## config.mk

```make
export PLATFORM = sky130hd
export DESIGN_NAME = node_arbiter
export DESIGN_NICKNAME = d
export VERILOG_FILES = /design/src/rtl/node_arbiter.sv
export SDC_FILE = /design/constraint.sdc
export NUM_CORES = 1
export LEC_CHECK = 0
export ABC_AREA = 1
export CORE_MARGIN = 3
export CORE_UTILIZATION = 35
export DETAILED_ROUTE_END_ITERATION = 6
export SLEW_MARGIN = 25
export SYNTH_ARGS = -nofsm -noshare
export SYNTH_HDL_FRONTEND = slang
export SYNTH_SLANG_ARGS = --single-unit
export TNS_END_PERCENT = 20
```

## constraint.sdc

```tcl
create_clock -name clk -period 2.32 [get_ports clk]
set_input_delay 0.464 -clock clk [delete_from_list [all_inputs] [get_ports clk]]
set_output_delay 0.464 -clock clk [all_outputs]
set_load 0.02 [all_outputs]
```

## src/rtl/node_arbiter.sv

```systemverilog
// ----------------------------------------------------------------------------
// node_arbiter
//   Four-input round-robin arbiter that issues a selection token to a merge
//   stage, waits for the merged packet to complete downstream, and aborts
//   with an error pulse if completion does not arrive in time.
//   Revision: 1.0
// ----------------------------------------------------------------------------
`default_nettype none

module node_arbiter #(
  parameter int TIMEOUT_CYC = 255,
  parameter int CTRL_W      = 3
) (
  input  logic              clk,
  input  logic              rst_n,
  input  logic [3:0]        req,
  output logic [CTRL_W-1:0] ctrl_data,
  output logic              ctrl_valid,
  input  logic              ctrl_ready,
  input  logic              xfer_done,
  output logic [3:0]        grant,
  output logic              busy,
  output logic              err_timeout,
  output logic              err_spurious
);

  // Counter must be able to hold TIMEOUT_CYC itself (it saturates there).
  localparam int CNT_W = (TIMEOUT_CYC > 0) ? $clog2(TIMEOUT_CYC + 1) : 1;

  typedef enum logic [1:0] {
    S_IDLE  = 2'd0,
    S_OFFER = 2'd1,
    S_WAIT  = 2'd2
  } state_t;

  state_t           state;
  logic [1:0]       ptr;
  logic [1:0]       winner;
  logic [CNT_W-1:0] cnt;
  logic [1:0]       pick;
  logic             tmo_hit;

  // Round-robin pick: scan from ptr upward; walking offsets high-to-low lets
  // the lowest matching offset overwrite the result last.
  always_comb begin
    pick = ptr;
    for (int i = 3; i >= 0; i--) begin
      if (req[ptr + 2'(i)]) begin
        pick = ptr + 2'(i);
      end
    end
  end

  // Timeout fires on the WAIT edge that would bring the count up to the limit.
  always_comb begin
    tmo_hit = (TIMEOUT_CYC != 0) && ((int'(cnt) + 1) >= TIMEOUT_CYC);
  end

  // Arbitration FSM with all outputs registered.
  always_ff @(posedge clk or negedge rst_n) begin
    if (!rst_n) begin
      state        <= S_IDLE;
      ptr          <= 2'd0;
      winner       <= 2'd0;
      cnt          <= '0;
      ctrl_data    <= '0;
      ctrl_valid   <= 1'b0;
      grant        <= 4'b0000;
      busy         <= 1'b0;
      err_timeout  <= 1'b0;
      err_spurious <= 1'b0;
    end else begin
      err_timeout  <= 1'b0;
      // Completion is only meaningful while waiting for it.
      err_spurious <= xfer_done && (state != S_WAIT);
      case (state)
        S_IDLE: begin
          if (|req) begin
            winner     <= pick;
            ctrl_data  <= CTRL_W'(pick);
            grant      <= 4'b0001 << pick;
            ctrl_valid <= 1'b1;
            busy       <= 1'b1;
            state      <= S_OFFER;
          end
        end
        S_OFFER: begin
          // Token stays committed regardless of req until the merge accepts.
          if (ctrl_ready) begin
            ctrl_valid <= 1'b0;
            cnt        <= '0;
            state      <= S_WAIT;
          end
        end
        S_WAIT: begin
          if (xfer_done) begin
            ptr   <= winner + 2'd1;
            grant <= 4'b0000;
            busy  <= 1'b0;
            state <= S_IDLE;
          end else if (tmo_hit) begin
            err_timeout <= 1'b1;
            ptr         <= winner + 2'd1;
            grant       <= 4'b0000;
            busy        <= 1'b0;
            state       <= S_IDLE;
          end else if (int'(cnt) < TIMEOUT_CYC) begin
            cnt <= cnt + 1'b1;
          end
        end
        default: begin
          state <= S_IDLE;
        end
      endcase
    end
  end

endmodule

`default_nettype wire

```

* Word-level counts from Yosys, hierarchy flattened
Cells that the tools add are included.
** Word-level totals
- Register bits :: 22
- Input bits :: 8
- Output and inout bits :: 11
- Logic and storage cells :: 81
** Cells by class
- Add/sub/neg operators :: 6
- Magnitude comparators :: 6
- Eq/ne operators :: 9
- Shifts and indexed selects :: 1
- Muxes and demuxes :: 37
- Reduce and logical (&&, ||, !) cells :: 13
** Operator list (number)
- $mux 8 :: 4
- $mux 2 :: 10
- $pmux 8 s2 :: 1
- $lt 2x3->1 const B :: 4
- $mux 4 :: 3
- $ne 2x2->1 const B :: 6
- $mux 1 :: 11
- $add 8x1->9 const B :: 1
- $ge 9x8->1 const B :: 1
- $reduce_and 3->1 :: 3
- $add 8x1->8 const B :: 1
- $bmux 1 s2 :: 4
- $lt 8x8->1 const B :: 1
- $pmux 4 s2 :: 1
- $reduce_bool 2->1 :: 4
- $pmux 2 s3 :: 1
- $reduce_and 5->1 :: 1
- $add 2x1->2 const B :: 2
- $add 2x2->2 const B :: 2
- $pmux 1 s2 :: 2
- $reduce_and 2->1 :: 2
- $reduce_or 4->1 :: 1
- $shl 1x2->4 const A :: 1
- $ne 3x3->1 const B :: 1
- 4 further kinds :: 4

* Longest topological paths before layout
- Word-level depth :: 10
- Gate-level depth with buffers :: 13
- Depth with buffers taken out :: 13

* Worst setup path before layout
No wires, ideal clock.
- Kind :: flip-flop to flip-flop
- From :: register cnt[0]
- To :: register cnt[7]
- Setup time :: 0.118 ns
- Arrival time :: 1.586 ns
- Required time :: 2.202 ns
- Setup slack :: 0.616 ns
- Stages on the path, launching flop included :: 12
- Path buffers :: 1
- Period minus slack after synthesis :: 1.704 ns
- Cells stage by stage :: dfrtp_1 > inv_2 > ha_1 > o21bai_1 > nand3_1 > nor2_1 > nand3_4 > nand3_4 > nand2_4 > buf_12 > nand2_2 > o21ai_2
** Between the ends
- Cells in the longest elaborated chain, start to end :: 5
- Elaborated cells between the ends (all ways) :: 11
- Those cells by class :: add/sub: 2; order compare: 2; eq/ne: 2; mux: 4; reduce/logical: 1
** RTL lines
- start, declared :: line 39 : logic [CNT_W-1:0] cnt;
- start signal, assigned :: line 108 : cnt <= cnt + 1'b1;
- branches (longest 5 deep; another with $add 8x1->9)
Parallel ways; which one is timed is not known. The select of a mux whose other input is x is not followed.
A chain may end at the register's enable or synchronous reset.

* Final worst setup path
- From :: register cnt[0]
- To :: register cnt[3]
Same word-level chain as after synthesis.

==> impl_metrics.yaml <==
power_and_ir_drop:
  intPower_mw: 0.989
  power.leakage_nw: 0.753
  vdd_ir_drop_max_mv: 0.346
  power_density_nw_per_um2: 1090
  p_sw_mw: 0.782
  seqPwrFrac_pct: 34.7
  power_frac_comb_pct: 49.7
  switching_share_pct: 44.2
  pwr-share-clk_pct: 15.6
grt:
  antenna_found_initial: 0
  grt_max_degree: 23
  overflow: 0
  grt_pass1_wl_um: 4490
  grt_util_all_layers_pct: 12.8
  grt_pass1_vias: 1014
floorplanning:
  initial_core_util_pct: 37.0
  dieArea_um2: 4720
  fp.dieW_um: 68.7
  core_um2: 3720
  pin_count: 19
  rows: 22
  die_h_um: 68.7
layout:
  final_cell_mix: "nand2_1 (59), dfrtp_1 (22), inv_1 (18), nand3_1 (18), clkdlybuf4s50_1 (17)"
  postLayoutCellArea_um2: 1630
  nets: 211
  n_fill_cell: 387
  syn_to_final_growth_pct: 18.4
  final_common_cell: "nand2_1"
  drive_gt1_share_pct: 12.5
  antenna_cells: 0
timing:
  fin_crit_sh_pct: 81.0
  hold_viol: 0
  finalMaxSlewViolations: 0
  finalSetupViolations: 0
  rsz0062_at_grt: "false"
  tightest_slew_ns: 0.644
  fin_setup_tns_ns: 0
  slew_headroom_pct: 56.8
  setup_slack_ns: 0.441
  layout_min_cycle_time_ns: 1.88
  skew_ns: 0.00321
  fmax_ghz: 0.532
routing:
  drtIter0Drc: 79
  ant_nets: 0
  wl_per_cell_um: 10.5
  firstDrtPassIters: 4
  avgViaCountPerCell: 4.65
  drt_wl_total_um: 2600
  dr_total_vias: 1152
  drc: 0
clocking:
  tritoncts: "done"
  h-tree-depth: 1
  cts_max_path_buffers: 2
  cts_hold_buf: 0
  clk_root_buffer_cell: "clkbuf_8"
  ctsResizeCount: 0
  cts_sinks: 22
  clk_latency_ns: 0.26
  clk_pin_slew_ns: 0.08
  post_cts_buffers: 0
  numCtsBuffers: 3
synth:
  yosys_warnings: 0
  netlist_area_um2: 1380
  async_flop_share_pct: 100
  yosys_register_bits: 22
  ys_top_cells_by_area: "dfrtp_1 (40%), nand2_1 (16%), nand3_1 (6.5%), inv_1 (4.9%), nor2_1 (3.3%)"
  synthFlopType: "dfrtp_1"
  syn_inst: 182
  yosysUniqueCellTypes: 31
  synth_top_area_share_pct: 40.0
  synth_edf_count: 0
  synth_fp_nets: 192
  yosysSeqAreaShare_pct: 40.0
  yosys.area.top_type: "dfrtp_1"
  avgSynthCellArea_um2: 7.56
setup_path:
  path_cells: "inv_2 > ha_1 > o21bai_1 > nand3_1 > nor2_1 > nand3_4 > nand3_4 > nand2_4 > nand2_1 > o21ai_2"
  cp_data_arrival_time_ns: 2.04
  cp_common_cell: "nand3_4"
  required_ns: 2.48
  start_kind: "flop"
  cpMaxStageDelayCell: "dfrtp_1"
  slowest_delay_ns: 0.42
  crit_fanout: 12
  path_class: "flop to flop"
  endpoint_kind: "flop"
place:
  port_buffers: 17
  place_ws_ns: 0.277
  place_area_um2: 1570
  hpwl_um: 2010
  routabilityCongestion: 0.822
hold_path:
  min_path_type: "flop to flop"
flow_run:
  max-cap-violations: 0
status:
  outcome: "finished clean"
==> cell families (layout without fill, tap and decap cells) <==
group / Yosys count / in the layout / synth area share (%)
simple gates: 110 / 110 / 38.0
buf+inv: 25 / 43 / 8.64
flops: 22 / 22 / 40.0
compound gates: 18 / 18 / 8.73
xor+xnor: 4 / 4 / 2.55
fa+ha+maj: 2 / 2 / 1.82
other cells: 1 / 1 / 0.272
==> area by class of cell <==
cell class                      instances  area [um^2]  area share, %
Timing Repair Buffer                   18          178           10.9
Sequential cell                        22          551           33.8
Multi-Input combinational cell        135          707           43.4
Tap cell                               48         60.1           3.69
Clock buffer                            4         55.1           3.38
Inverter                               21         78.8           4.84
==> registers in the layout (all words and copies together), names as in the netlist <==
name,count
ptr,2
winner,2
state,2
err_spurious,1
err_timeout,1
ctrl_valid,1
busy,1
grant,4
cnt,8
==> per-stage QoR <==
| stage | std cells | power (mW) | util [%] | hold slack (ns) |
|---|---|---|---|---|
| floorplan | 182 | 1.28 | - | 0.168 |
| global placement | 244 | 1.51 | 42.4 | 0.458 |
| detailed placement | 244 | 1.50 | 42.4 | 0.464 |
| CTS | 248 | 1.79 | 43.8 | 0.484 |
| global route | 248 | 1.94 | 43.8 | 0.506 |
| finish | 248 | 1.77 | 43.8 | 0.475 |
==> worst paths after layout <==
path	slack, ns	end	depth (start not counted)	start
setup reg to reg	0.44	cnt[3]	10	cnt[0]
min in group asynchronous	0.54	cnt[6]	2	rst_n
max in group asynchronous	1.55	cnt[2]	2	rst_n
hold reg to reg	0.48	grant[0]	2	grant[0]
setup / recovery	0.44	cnt[3]	10	cnt[0]
hold / removal	0.48	grant[0]	2	grant[0]
==> cells in the mapped netlist (2+ instances only) <==
cell and n:
ha_1 2, nand3_1 18, inv_2 3, buf_4 2, xnor2_1 2, o21ai_2 5
nor2_4 2, xor2_1 2, nor2_2 2, dfrtp_1 22, nor2_1 12, nand2_1 59
nor3_1 2, inv_1 18, nand4_1 3, nand2_2 5, or2_0 2, o21ai_0 2
o21ai_1 5, nand3_4 2, o21bai_1 2
==> layer usage <==
metal	global-route usage, %	wire [um]	vias up
met4	4.38	42	0
met3	2.92	112	5
met1	18.9	1330	511
met5	0	0	-
met2	18.1	1110	24
li1	-	-	612
==> power groups by stage <==
stage	Combinational, mW	Clock (mW)	Sequential, mW
3_3_place_gp	0.888	0	0.621
2_1_floorplan	0.630	0	0.650
4_1_cts	0.889	0.290	0.614
6_report	0.880	0.277	0.614
3_5_place_dp	0.883	0	0.620
5_1_grt	1.01	0.302	0.632
==> worst max-delay path, delay by kind of cell (launching register included) <==
kind,cells,cell delay (ns)
simple gates,6,0.77
flops,1,0.42
fa+ha+maj,1,0.30
compound gates,2,0.20
buf+inv,1,0.08
Power figures use the tool's default switching activity.
